## config.mk

```make
export PLATFORM = sky130hd
export DESIGN_NAME = mem_port_arbiter
export DESIGN_NICKNAME = d
export VERILOG_FILES = /design/src/rtl/mem_port_arbiter.sv
export SDC_FILE = /design/constraint.sdc
export NUM_CORES = 1
export LEC_CHECK = 0
export BUFFER_PORTS_ARGS = -buffer_cell sky130_fd_sc_hd__buf_2
export CORE_AREA = 2 2 292 294
export DETAILED_ROUTE_END_ITERATION = 6
export DIE_AREA = 0 0 294 296
export SLEW_MARGIN = 20
export SYNTH_ARGS = -nofsm -noshare
export SYNTH_HDL_FRONTEND = slang
export SYNTH_SLANG_ARGS = --single-unit
```

## constraint.sdc

```tcl
create_clock -name clk -period 1.85 [get_ports clk]
set_clock_uncertainty 0.15 [all_clocks]
set_input_delay 0.37 -clock clk [delete_from_list [all_inputs] [get_ports clk]]
set_output_delay 0.37 -clock clk [all_outputs]
set_load 0.1 [all_outputs]
```

## src/rtl/mem_port_arbiter.sv

```systemverilog
// Arbitrates the shared line-wide memory port between the icache fill path and the
// dcache fill/writeback path, with a forced release cycle between transactions.
module mem_port_arbiter #(
    parameter int unsigned ADDR_W  = 32,
    parameter int unsigned LINE_W  = 128,
    parameter int unsigned TIMEOUT = 64
) (
    input  logic              clk,
    input  logic              rst,
    input  logic              i_req,
    input  logic [ADDR_W-1:0] i_addr,
    output logic              i_ready,
    output logic [LINE_W-1:0] i_line,
    input  logic              d_req,
    input  logic              d_we,
    input  logic [ADDR_W-1:0] d_addr,
    input  logic [LINE_W-1:0] d_wdata,
    output logic              d_ready,
    output logic [LINE_W-1:0] d_line,
    output logic              mem_read,
    output logic              mem_write,
    output logic [ADDR_W-1:0] mem_addr,
    output logic [LINE_W-1:0] mem_wdata,
    input  logic              mem_ready,
    input  logic [LINE_W-1:0] mem_line,
    output logic              err
);

    localparam int unsigned CntW = (TIMEOUT > 1) ? $clog2(TIMEOUT) : 1;
    localparam logic [CntW-1:0] CntMax = CntW'(TIMEOUT - 1);

    localparam logic [1:0] StIdle    = 2'd0;
    localparam logic [1:0] StBusyI   = 2'd1;
    localparam logic [1:0] StBusyD   = 2'd2;
    localparam logic [1:0] StRelease = 2'd3;

    logic [1:0]        state_q, state_d;
    logic              last_d_q, last_d_d;
    logic [CntW-1:0]   cnt_q, cnt_d;
    logic              mem_read_q, mem_read_d;
    logic              mem_write_q, mem_write_d;
    logic [ADDR_W-1:0] mem_addr_q, mem_addr_d;
    logic [LINE_W-1:0] mem_wdata_q, mem_wdata_d;
    logic              i_ready_q, i_ready_d;
    logic              d_ready_q, d_ready_d;
    logic [LINE_W-1:0] i_line_q, i_line_d;
    logic [LINE_W-1:0] d_line_q, d_line_d;
    logic              err_q, err_d;
    logic              grant_i, grant_d;

    // On a conflict the side that did not win last time is served.
    assign grant_i = i_req && (!d_req || last_d_q);
    assign grant_d = d_req && !grant_i;

    always_comb begin
        state_d     = state_q;
        last_d_d    = last_d_q;
        cnt_d       = cnt_q;
        mem_read_d  = mem_read_q;
        mem_write_d = mem_write_q;
        mem_addr_d  = mem_addr_q;
        mem_wdata_d = mem_wdata_q;
        i_ready_d   = 1'b0;
        d_ready_d   = 1'b0;
        i_line_d    = i_line_q;
        d_line_d    = d_line_q;
        err_d       = err_q;

        case (state_q)
            StIdle: begin
                cnt_d = '0;
                if (grant_i) begin
                    state_d     = StBusyI;
                    last_d_d    = 1'b0;
                    mem_read_d  = 1'b1;
                    mem_write_d = 1'b0;
                    mem_addr_d  = i_addr;
                end else if (grant_d) begin
                    state_d     = StBusyD;
                    last_d_d    = 1'b1;
                    mem_read_d  = !d_we;
                    mem_write_d = d_we;
                    mem_addr_d  = d_addr;
                    mem_wdata_d = d_wdata;
                end
            end
            StBusyI, StBusyD: begin
                if (mem_ready) begin
                    state_d     = StRelease;
                    mem_read_d  = 1'b0;
                    mem_write_d = 1'b0;
                    if (state_q == StBusyI) begin
                        i_line_d  = mem_line;
                        i_ready_d = 1'b1;
                    end else begin
                        if (mem_read_q) begin
                            d_line_d = mem_line;
                        end
                        d_ready_d = 1'b1;
                    end
                end else if (cnt_q == CntMax) begin
                    // Abandon the transaction; the requester is re-arbitrated later.
                    state_d     = StRelease;
                    mem_read_d  = 1'b0;
                    mem_write_d = 1'b0;
                    err_d       = 1'b1;
                end else begin
                    cnt_d = cnt_q + 1'b1;
                end
            end
            StRelease: begin
                state_d     = StIdle;
                cnt_d       = '0;
                mem_read_d  = 1'b0;
                mem_write_d = 1'b0;
            end
            default: begin
                state_d = StIdle;
            end
        endcase
    end

    always_ff @(posedge clk) begin
        if (rst) begin
            state_q     <= StIdle;
            last_d_q    <= 1'b1;
            cnt_q       <= '0;
            mem_read_q  <= 1'b0;
            mem_write_q <= 1'b0;
            mem_addr_q  <= '0;
            mem_wdata_q <= '0;
            i_ready_q   <= 1'b0;
            d_ready_q   <= 1'b0;
            i_line_q    <= '0;
            d_line_q    <= '0;
            err_q       <= 1'b0;
        end else begin
            state_q     <= state_d;
            last_d_q    <= last_d_d;
            cnt_q       <= cnt_d;
            mem_read_q  <= mem_read_d;
            mem_write_q <= mem_write_d;
            mem_addr_q  <= mem_addr_d;
            mem_wdata_q <= mem_wdata_d;
            i_ready_q   <= i_ready_d;
            d_ready_q   <= d_ready_d;
            i_line_q    <= i_line_d;
            d_line_q    <= d_line_d;
            err_q       <= err_d;
        end
    end

    assign mem_read  = mem_read_q;
    assign mem_write = mem_write_q;
    assign mem_addr  = mem_addr_q;
    assign mem_wdata = mem_wdata_q;
    assign i_ready   = i_ready_q;
    assign d_ready   = d_ready_q;
    assign i_line    = i_line_q;
    assign d_line    = d_line_q;
    assign err       = err_q;

endmodule

```

== Word level (Yosys, flattened, before mapping) ==
Index checks and enable logic that the tools add are counted.
Storage, ports and cells
  bits in latches: 0
  register bits: 430
  memory bits (read-only): 0
  memories: 0
  output and inout bits: 421
  RAM bits: 0
  input port bits: 326
Operators by class
  equality and inequality tests: 8
  magnitude comparators: 0
  shifts and indexed selects: 0
  muxes and demuxes: 22
  reductions and logical operators: 18
  div/mod/pow operators: 0
  multipliers: 0
  add/sub/neg operators: 1
  bitwise logic cells: 4
Operators with widths (number)
  $mux 32: 2
  $mux 6: 2
  $pmux 6 s2: 1
  $mux 1: 10
  $reduce_and 3->1: 3
  $mux 2: 4
  $add 6x1->6 const B: 1
  $eq 6x6->1 const B: 1
  $ne 3x3->1 const B: 2
  $pmux 1 s3: 2
  $pmux 2 s3: 1
  $reduce_and 2->1: 3
  $eq 2x2->1 const B: 2
  $ne 2x2->1 const B: 2
  $not 1->1: 4
  $reduce_and 4->1: 1
  $reduce_or 2->1: 2
  $logic_not 1->1: 3
  $reduce_or 3->1: 1
  $eq 2x1->1 const B: 1
  $logic_and 1x1->1: 2
  $logic_not 2->1: 1
  $reduce_bool 2->1: 1
  $logic_or 1x1->1: 1

== Longest topological paths before layout ==
Gate-level depths: netlist (run 1).
  word-level depth: 8
  gate-level depth with buffers: 8
  mapped depth without buffers: 6

== Worst setup path after synthesis (run 1) ==
Ideal clock, no wire load.
  kind: register to register
  start: reg state_q[0]
  end: reg mem_read_q (netlist: mem_read)
  data arrival time: 1.685 ns
  path slack: -0.106 ns
  buffers on the path: 0
  setup time: 0.121 ns
  stages on the path, launching flop included: 7
  required time: 1.579 ns
  path through: dfxtp_1 > inv_1 > ha_1 > nor2b_1 > a22o_1 > nor2_1 > mux2_2
Between the ends
  longest elaborated chain between the ends: 4
  elaborated cells between the ends (all ways): 9
  those cells by class: eq/ne: 5; mux: 1; reduce/logical: 3
Ends and longest elaborated chain
  start, declared: line 37  | logic [1:0] state_q, state_d;
  start signal, assigned: line 125  | state_q <= StIdle;
  start signal, assigned: line 138  | state_q <= state_d;
  $eq 2x1->1 / $eq 2x2->1 (equally long branches): line 69  | case (state_q)
  $reduce_or 2->1: line 69
  $ne 3x3->1 (no source line)
  $reduce_and 2->1 (no source line)
  end signal, assigned: line 141  | mem_read_q <= mem_read_d;
  end, declared: line 40  | logic mem_read_q, mem_read_d;
Parallel ways exist; a longest one is shown, timed or not.
A chain may end at the register's enable or synchronous reset.

== Worst setup path after layout (run 1) ==
  start: reg state_q[0]
  end: reg state_q[0]
Between the ends
  longest elaborated chain between the ends: 4
  elaborated cells between the ends (all ways): 9
  those cells by class: eq/ne: 5; mux: 1; reduce/logical: 3
Ends and longest elaborated chain (line)
  $eq 2x1->1 / $eq 2x2->1 (equally long branches): 69
  $reduce_or 2->1: 69
  $ne 3x3->1 (no source line)
  $reduce_and 2->1 (no source line)
Parallel ways exist; a longest one is shown, timed or not.

==> metrics.md, run 1 <==
| Metric | Value |
|---|---|
| Status | complete, but fails checks |
| Failing checks | setup timing |
| Yosys reg bits | 430 |
| Register Area | 8620 µm² |
| Final Core Density | 0.327 |
| Switch share | 0.449 |
| First-pass GRT wire length | 97.9 mm |
| Antenna Violating Nets Remaining | 0 |
| Filler cell count | between 8000 and 9000 |
| Number of synthesis warnings | 0 |
| Register share of total power | 0.286 |
| Hold Path Stages | 4 |
| CP Data Arrival Time | 2190 ps |
| Max Freq | roughly 0.54 GHz |
| Synth top area cells | dfxtp_1 56%, nand2_1 20%, a21oi_1 13% |
| DRC | 0 |
| Worst Hold Class | in2reg |
| Sink Count | 430 |
| Worst vdd ir | 0.000935 V |
| Top-area cell type share of the netlist area | 0.563 |
| Setup tns final | -14.2 ps |
| RSZ-0062 raised after global routing | true |
| Finish-stage setup viols | 1 |
| Core box area | 84200 µm² |
| Final Max Slew Viols | 0 |
| Max Cap Viol | 0 |
| DP Wirelength | 46.6 mm |
| FP Rows | 107 |
| Chip Width | 294 µm |
| Multi-input logic area | 6160 µm² |
| Worst slew pin tran | 454 ps |
| Pre-CTS WS | -38.1 ps |
| Reg2reg end | state_q[0] |
| Switch Pwr | 0.0177 W |
| Via count | 17500 |
| Area grow syn2layout | 80.2% |
| Leak pwr | 11.5 nW |
| Yosys top cell by area | dfxtp_1 |
| Comb power frac | 0.439 |
| First-pass DRT Iterations | 5 |
| Starting DRT DRC Count | 710 |
| Chip height | 296 µm |
| Crit Path Category | reg2reg |
| Register-to-register setup slack | -10 ps |
| Number of global-route vias before repair | 17200 |
| Clock Tree Buf Depth | 3 |
| Initial Utilization | 0.182 |
| NumNets Final | 3340 |
| Internal power | between 0.02 and 0.025 W |
| Pwr/cell area | 1430 nW/µm² |
| Net count after synthesis | around 2300 |
| Hold endpoint | mem_addr[7] |
| DIE AREA | 87000 µm² |
| Crit share post-route | 1.01 |
| Cell count after synthesis | approximately 1900 |
| Required @ worst endpoint | ~2200 ps |
| Root Buffer Master | clkbuf_16 |
| Commonest non-fill, non-tap cell in the layout | nand2_1 |
| Initial antenna violation count | 5 |
| Reg clk slew, reported paths | 60 ps |
| Avg Inst Size Synth | 7.92 µm² |
| Non-filler cells, final | around 4100 |
| DP Cell Count | 3715 |
| Min-delay src | i_req |
| Number of vias per cell | 4.23 |
| CTS buffer count | a little under 50 |
| Post-Syn Area | approximately 15000 µm² |
| Clock Latency Late Sink | 570 ps |
| Global route overflow | 0 |
| CTS tree | built |
| Sequential fraction of the synthesis area | 0.563 |
| Min Tclk post-route | ~1900 ps |
| Final RePlAce weighted congestion | 0.815 |
| Total track usage | 0.143 |
| Commonest non-fill, non-tap cells in the layout | 801 x nand2_1, 459 x buf_4, 423 x dfxtp_1, 353 x a21oi_1, 324 x buf_2 |
| Final WS setup | -14.2 ps |
| IO Count | 747 |
| Max H-tree Level | 2 |
| Worst r2r path cells | 6 |
| Crit. End Element | flop |
| Reg2reg start | state_q[0] |
| I/O Buffers | approximately 750 |
| CP startpoint kind | flop |
| Largest net degree at the start of global routing | 88 |
| Share of cells above drive strength 1 | 0.331 |
| Fin. Hold Viols | 0 |
| CP Max Fanout | 4 |
| DR WL/cell | 16.6 µm |
| Rel. slew slack | 0.697 |
| Yosys cell types | 31 |
| Final WL | 68.8 mm |
| Clock share of power | 0.274 |
-- sequential cells by signal, summed over array words and instances (netlist names), 2 cells and up --
name / count
cnt_q: 6
i_line: 128
state_q: 2
mem_addr: 32
d_line: 128
mem_wdata: 128
-- synth_stat cells (all sizes together) --
master,instances
nor2,43
o31a,1
nand3,35
mux2i,2
mux2,2
and3,3
o21ai,3
nor3,1
nand2,806
a22o,1
clkbuf,62
dfxtp,430
a21oi,388
xnor2,1
nand4b,2
a31oi,3
nand2b,5
inv,5
and2b,2
and2,2
or4,1
o211ai,1
buf,88
nor2b,5
a311oi,34
ha,4
o31ai,1
-- stage by stage --
stage	power [W]	cell area [µm²]	hold WS [ps]
floorplan	0.0231	15300	302
global placement	0.0268	20900	289
detailed placement	0.0269	20900	291
CTS	0.0391	27100	78.4
global route	0.0409	27600	90.0
finish	0.0394	27600	130
-- area by class of cell --
cell class                      instances  share of cell area
Clock buffer                           72              0.0546
Tap cell                             1090              0.0495
Inverter                                5            0.000862
Multi-Input combinational cell       1346               0.223
Antenna cell                            4            0.000363
Timing Repair Buffer                 1178               0.347
Sequential cell                       430               0.313
Clock inverter                         20              0.0113
-- repair_timing --
| item | in CTS | in global routing |
|---|---|---|
| resized for setup | 435 | 70 |
| hold buffers | 322 | 0 |
| gates cloned | 0 | 7 |
| setup endpoints to repair | 481 | 267 |
| buffers inserted | 0 | 5 |
| pin swaps | 1 | 5 |
| hold endpoints to repair | 417 | 0 |
-- logic make-up (layout without fill, tap and decap cells) --
logic type / count (synthesis) / count (layout) / share of synthesized area
DFF: 430 / 430 / 0.563
muxes: 4 / 4 / 0.00278
other: 0 / 4 / 0
AOI/OAI and AO/OA: 432 / 432 / 0.151
and+or+nand+nor: 905 / 905 / 0.229
adders and majority gates: 4 / 4 / 0.00327
buffers and inverters: 155 / 1275 / 0.0505
xor gates and xnor gates: 1 / 1 / 0.000573
-- how the worst max path moves through the flow --
| stage | startpoint | end | slack (ps) |
|---|---|---|---|
| 4_1_cts | state_q[1] | d_line[10] | 0.8 |
| 3_5_place_dp | state_q[0] | state_q[0] | -40 |
| 5_1_grt | state_q[1] | d_line[97] | -50 |
| 3_3_place_gp | state_q[0] | state_q[0] | -5 |
| 6_report | state_q[0] | state_q[0] | -10 |
| 2_1_floorplan | state_q[0] | state_q[0] | 40 |
-- routing by layer --
metal | vias to the layer above | track usage | routed length, µm
met5 | - | 0 | 11
met4 | 2 | 0.0683 | 3320
met3 | 180 | 0.0434 | 5750
met2 | 750 | 0.263 | 34900
met1 | 8138 | 0.147 | 24800
li1 | 8458 | - | -
-- worst max-delay path, cell delays in order (launching register included) --
cell	delay, ps
dfxtp_4	370
inv_4	50
ha_4	250
nor2b_4	130
a22o_1	260
or4_1	490
o31ai_1	80
-- power groups by stage --
| stage | sequential (W) | clock (W) | combinational (W) |
|---|---|---|---|
| 6_report | 0.0113 | 0.0108 | 0.0173 |
| 4_1_cts | 0.0112 | 0.0111 | 0.0168 |
| 2_1_floorplan | 0.0198 | 0 | 0.00326 |
| 3_3_place_gp | 0.0113 | 0 | 0.0155 |
| 3_5_place_dp | 0.0113 | 0 | 0.0155 |
| 5_1_grt | 0.0114 | 0.0115 | 0.0180 |
Power figures use the tool's default switching activity.
==> inputs of run 2 (changes only) <==
Settings changed: CORE_AREA 2 2 292 294 to 2 2 289 291, CTS_BUF_LIST set to sky130_fd_sc_hd__clkbuf_8, DIE_AREA 0 0 294 296 to 0 0 291 293.
==> metrics.md, run 2 (synthesis gave the netlist of run 1 again) <==
| Metric | Value |
|---|---|
| Clock share of power | 0.235 (was 0.274) |
| DRT met1 WL | 28.7 mm (was 24.8 mm) |
| Switch share | 0.458 (was 0.449) |
| FP Rows | 105 (was 107) |
| Global route overflow | 0 (unchanged) |
| First-pass DRT Iterations | 6 (was 5) |
| Crit share post-route | 1.09 (was 1.01) |
| Core box area | 81800 µm² (was 84200 µm²) |
| Commonest non-fill, non-tap cells in the layout | 695 x nand2_1, 347 x dfxtp_1, 324 x dlygate4sd3_1, 324 x buf_2, 304 x a21oi_1 (was 801 x nand2_1, 459 x buf_4, 423 x dfxtp_1, 353 x a21oi_1, 324 x buf_2) |
| Reg clk slew, reported paths | 60 ps (about the same) |
| Required @ worst endpoint | 2230 ps (was 2180 ps) |
| Min Tclk post-route | 2020 ps (was 1860 ps) |
| Area grow syn2layout | 108% (was 80.2%) |
| Worst slew pin tran | 458 ps (was 454 ps) |
| WHS | 91.8 ps (was 130 ps) |
| WP buf/inv | 4 (was 1) |
| Crit. End Element | flop (unchanged) |
| Crit Path Category | reg2reg (unchanged) |
| Total power | 0.0411 W (was 0.0394 W) |
| Switch Pwr | 0.0189 W (was 0.0177 W) |
| Root Buffer Master | clkbuf_8 (was clkbuf_16) |
| IO Count | 747 (unchanged) |
| Internal power | 0.0223 W (was 0.0217 W) |
| CP Cell Sequence | inv_2 -> buf_6 -> ha_4 -> and2b_2 -> and3_4 -> buf_12 -> buf_6 -> nand2_1 -> a21oi_1 (was inv_4 -> ha_4 -> nor2b_4 -> a22o_1 -> or4_1 -> o31ai_1) |
| RSZ-0062 raised after global routing | true (unchanged) |
| Comb power frac | 0.482 (was 0.439) |
| Routed length on met2 | 40.2 mm (was 34.9 mm) |
| Chip Width | 291 µm (was 294 µm) |
| Final Core Density | 0.388 (was 0.327) |
| Final WL | 80.2 mm (was 68.8 mm) |
| Chip height | 293 µm (was 296 µm) |
| Worst stage delay on the critical path | 320 ps (was 490 ps) |
| Register share of total power | 0.284 (was 0.286) |
| Sink Count | 430 (unchanged) |
| Antenna Violating Nets Remaining | 0 (unchanged) |
| Initial antenna violation count | 2 (was 5) |
| NumNets Final | 3418 (was 3340) |
| Max Freq | 0.496 GHz (was 0.536 GHz) |
| CTS tree | built (unchanged) |
| DIE AREA | 85300 µm² (was 87000 µm²) |
| Share of cells above drive strength 1 | 0.418 (was 0.331) |
| Final RePlAce weighted congestion | 0.820 (was 0.815) |
| Total track usage | 0.165 (was 0.143) |
| Max H-tree Level | 3 (was 2) |
| Status | complete, but fails checks (unchanged) |
| DR WL/cell | 19.0 µm (was 16.6 µm) |
| Clock Latency Late Sink | 630 ps (was 570 ps) |
| Pwr/cell area | 1290 nW/µm² (was 1430 nW/µm²) |
| First-pass GRT wire length | 109 mm (was 97.9 mm) |
| Commonest non-fill, non-tap cell in the layout | nand2_1 (unchanged) |
| Fin. Hold Viols | 0 (unchanged) |
| Slowest cell on crit path | dfxtp_2 (was or4_1) |
| Largest net degree at the start of global routing | 72 (was 88) |
| Met3 wire len | 6.11 mm (was 5.75 mm) |
| DP Wirelength | 47.8 mm (was 46.6 mm) |
| CTS buffer count | 79 (was 49) |
| Rel. slew slack | 0.695 (was 0.697) |
| Final instance area | 31800 µm² (was 27600 µm²) |
| Delay-heaviest family, CP | simple AND/OR/NAND/NOR gates (unchanged) |
| CP Max Fanout | 9 (was 4) |
| Clock Tree Buf Depth | 3 (unchanged) |
| Area after DPL | 21000 µm² (was 20900 µm²) |
| Initial Utilization | 0.187 (was 0.182) |
| Finish-stage setup viols | 113 (was 1) |
| DRC | 0 (unchanged) |
| CP Data Arrival Time | 2390 ps (was 2190 ps) |
| Final Max Slew Viols | 0 (unchanged) |
| Number of global-route vias before repair | 18500 (was 17200) |
| Worst Hold Class | in2reg (unchanged) |
| Max Cap Viol | 0 (unchanged) |
| Worst vdd ir | 0.000914 V (was 0.000935 V) |
| CP startpoint kind | flop (unchanged) |
| I/O Buffers | 746 (unchanged) |
| Most Frequent Cell on Critical Path | buf_6 |
| Final WS setup | -166 ps (was -14.2 ps) |
| Pre-CTS WS | -150 ps (was -38.1 ps) |
| Leak pwr | 12.8 nW (was 11.5 nW) |
| Via count | 18600 (was 17500) |
| Failing checks | setup timing (unchanged) |
| Number of vias per cell | 4.42 (was 4.23) |
| Top routing layer in use | met4 (was met5) |
| Starting DRT DRC Count | 922 (was 710) |
==> run 2: cell types whose count changed in the layout (fill, tap and decap cells not counted), moves of 58 or more <==
| cell | change |
|---|---|
| dfxtp_1 | -76 |
| nand2_2 | +58 |
| dfxtp_2 | +75 |
| buf_4 | -391 |
| buf_6 | +226 |
| nand2_1 | -106 |
| buf_8 | +66 |
| clkbuf_8 | +87 |
| buf_12 | +131 |
==> run 2: what timing repair did <==
item	CTS	global route
pin swaps	67	92
endpoints found under the hold margin	422	0
setup endpoints to repair	584	304
buffers inserted	22	6
hold buffers	324	0
gates cloned	11	10
gates resized for setup	1035	492
==> run 2: worst paths after layout <==
path	start	to	slack, ps	cells after the start
setup reg to reg	state_q[1]	d_line[4]	-170	9
hold reg to reg	i_line[63]	i_line[63]	310	2
hold / removal	mem_ready	cnt_q[1]	90	4
setup / recovery	state_q[1]	d_line[4]	-170	9
==> run 2: routing by layer <==
layer,vias up,global-route usage
met5,-,0
met4,0,0.111
met3,237,0.0479
li1,8650,-
met1,8819,0.172
met2,940,0.289
==> run 2: final cells by class <==
class | count | area (µm²)
Sequential cell | 430 | 8720
Clock inverter | 40 | 254
Antenna cell | 3 | 7.51
Tap cell | 1070 | 1340
Multi-Input combinational cell | 1347 | 6870
Timing Repair Buffer | 1225 | 13200
Clock buffer | 102 | 1400
Fill cell | 7633 | 50100
Inverter | 5 | 18.8
==> run 2: tightest hold or removal path: stages <==
cell and delay [ps]:
buf_2 220, a31oi_1 100, nand2_1 80, a21oi_1 50
==> run 2: power by group through the flow <==
stage          Clock [W]  Combinational (W)  Sequential [W]
3_5_place_dp           0             0.0156          0.0113
6_report         0.00965             0.0198          0.0117
3_3_place_gp           0             0.0155          0.0113
4_1_cts          0.00988             0.0184          0.0115
2_1_floorplan          0            0.00326          0.0198
5_1_grt           0.0104             0.0205          0.0118
==> run 2: metrics by stage <==
step | TNS (ps) | instances
2_1_floorplan | 0 | 1931
3_3_place_gp | -4380 | 3708
3_5_place_dp | -10610 | 3708
4_1_cts | -2220 | 4204
5_1_grt | -16750 | 4221
6_report | -3510 | 4222
==> inputs of run 3 (changes only) <==
--- a/config.mk
+++ b/config.mk
@@ -12,2 +12,3 @@
 export DIE_AREA = 0 0 291 293
+export PLACE_DENSITY_LB_ADDON = 0.05
 export SLEW_MARGIN = 20
==> constraint.sdc (replaced) <==
create_clock -name clk -period 1.85 [get_ports clk]
set_clock_uncertainty 0.15 [all_clocks]
set_input_delay 0.0925 -clock clk [delete_from_list [all_inputs] [get_ports clk]]
set_output_delay 0.0925 -clock clk [all_outputs]
set_load 0.1 [all_outputs]
==> metrics.md, run 3 (synthesis gave the netlist of run 1 again) <==
| Metric | Value |
|---|---|
| Final Core Density | 0.324 (was 0.388) |
| FP Rows | 105 (unchanged) |
| Share of cells above drive strength 1 | 0.316 (was 0.418) |
| Hold Path Stages | 4 (unchanged) |
| Clock Latency Late Sink | 640 ps (was 630 ps) |
| Pwr/cell area | 1410 nW/µm² (was 1290 nW/µm²) |
| CP startpoint kind | flop (unchanged) |
| Sink Count | 430 (unchanged) |
| Initial antenna violation count | 11 (was 2) |
| DP Wirelength | 55.5 mm (was 47.8 mm) |
| I/O Buffers | 746 (unchanged) |
| Chip height | 293 µm (unchanged) |
| IO Count | 747 (unchanged) |
| Filler cell count | 8861 (was 7633) |
| First-pass DRT Iterations | 5 (was 6) |
| DIE AREA | 85300 µm² (unchanged) |
| Via count | 17500 (was 18600) |
| Global route overflow | 0 (unchanged) |
| Min Tclk post-route | 1830 ps (was 2020 ps) |
| Leak pwr | 11.7 nW (was 12.8 nW) |
| Largest net degree at the start of global routing | 70 (was 72) |
| Root Buffer Master | clkbuf_8 (unchanged) |
| Rel. slew slack | 0.572 (was 0.695) |
| CP Max Fanout | 13 (was 9) |
| Setup tns final | 0 ps (was -3510 ps) |
| Hold endpoint | mem_wdata[64] (was cnt_q[1]) |
| Total power | 0.0375 W (was 0.0411 W) |
| Pre-CTS WS | -28.8 ps (was -150 ps) |
| Max Freq | 0.546 GHz (was 0.496 GHz) |
| Area grow syn2layout | 73.6% (was 108%) |
| Final Max Slew Viols | 0 (unchanged) |
| DRC | 0 (unchanged) |
| Worst vdd ir | 0.000657 V (was 0.000914 V) |
| DR WL/cell | 18.3 µm (was 19.0 µm) |
| CP Data Arrival Time | 2270 ps (was 2390 ps) |
| Reg2reg start | state_q[1] (unchanged) |
| Register Area | 8610 µm² (was 8720 µm²) |
| Crit. End Element | flop (unchanged) |
| Worst r2r path cells | 8 (was 9) |
| Worst slew pin tran | 647 ps (was 458 ps) |
| Max Cap Viol | 0 (unchanged) |
| Initial Utilization | 0.187 (unchanged) |
| Core box area | 81800 µm² (unchanged) |
| Max H-tree Level | 3 (unchanged) |
| Required @ worst endpoint | 2290 ps (was 2230 ps) |
| CTS tree | built (unchanged) |
| Finish-stage setup viols | 0 (was 113) |
| Status | finished, final reports clean (was complete, but fails checks) |
| First-pass GRT wire length | 112 mm (was 109 mm) |
| Worst Hold Class | in2reg (unchanged) |
| Final WL | 77.5 mm (was 80.2 mm) |
| Antenna Violating Nets Remaining | 0 (unchanged) |
| Final RePlAce weighted congestion | 0.785 (was 0.820) |
| Fin. Hold Viols | 0 (unchanged) |
| Crit share post-route | 0.990 (was 1.09) |
| WHS | 72.5 ps (was 91.8 ps) |
| Register-to-register setup slack | 20 ps (was -170 ps) |
| Commonest non-fill, non-tap cell in the layout | nand2_1 (unchanged) |
| Multi-input logic area | 6080 µm² (was 6870 µm²) |
| RSZ-0062 raised after global routing | true (unchanged) |
| Min-delay src | d_wdata[64] (was mem_ready) |
| Starting DRT DRC Count | 544 (was 922) |
| Number of vias per cell | 4.14 (was 4.42) |
| Final WS setup | 18.8 ps (was -166 ps) |
| Crit Path Category | reg2reg (unchanged) |
| Reg2reg end | d_line[100] (was d_line[4]) |
| Clock Tree Buf Depth | 3 (unchanged) |
| Reg clk slew, reported paths | 60 ps (about the same) |
| Total track usage | 0.170 (was 0.165) |
| Commonest non-fill, non-tap cells in the layout | 804 x nand2_1, 742 x buf_2, 427 x dfxtp_1, 378 x dlygate4sd3_1, 367 x a21oi_1 (was 695 x nand2_1, 347 x dfxtp_1, 324 x dlygate4sd3_1, 324 x buf_2, 304 x a21oi_1) |
| NumNets Final | 3409 (was 3418) |
| Chip Width | 291 µm (unchanged) |
| Number of global-route vias before repair | 17800 (was 18500) |
| CTS buffer count | 88 (was 79) |
## run 3: repair_timing
item	in CTS	in global routing
setup buffers	0	7
hold buffers	379	0
pin swaps	0	5
cloned	0	8
hold endpoints to repair	430	0
setup endpoints to repair	12	131
resized for setup	5	37
## run 3: layer usage
layer	up-vias	share of wire	track usage
li1	8613	-	-
met1	8171	0.39	0.188
met2	583	0.50	0.304
met3	114	0.078	0.0597
met4	6	0.027	0.0562
met5	-	0.00050	0
## run 3: layout make-up
cell class,instances,share of cell area
clock buffers,111,0.0575
diodes,8,0.000754
flip-flops and latches,430,0.324
multi-input cells,1347,0.229
clock inverters,44,0.00763
well taps,1070,0.0504
inverters,5,0.000707
repair buffers,1207,0.330
## run 3: stage by stage
step | cell area, µm² | instances
after floorplan | 15300 | 1931
after global placement | 20600 | 3665
after detailed placement | 20600 | 3665
after CTS | 26100 | 4199
after global routing | 26600 | 4222
final | 26600 | 4222
## run 3: critical path: stages, from the launching register on
cell and delay [ps]:
dfxtp_2 310, inv_2 60, ha_2 170, and2b_2 250
and3_4 270, buf_12 180, clkbuf_16 190, nand2_1 60
a21oi_1 120
## run 3: how the worst max path moves through the flow
stage,start,end,slack (ps),cells after the start
6_report,state_q[1],d_line[100],20,8
4_1_cts,state_q[0],state_q[0],3,6
3_5_place_dp,state_q[0],state_q[0],-30,6
3_3_place_gp,state_q[0],state_q[0],-40,6
2_1_floorplan,state_q[0],state_q[0],40,6
5_1_grt,state_q[0],state_q[0],-50,6
## run 3: report_power, final
part           total (W)  switching, W  internal, W
clock            0.00987       0.00449      0.00538
sequential        0.0111      0.000619       0.0105
combinational     0.0165        0.0129      0.00360
total             0.0375        0.0180       0.0195
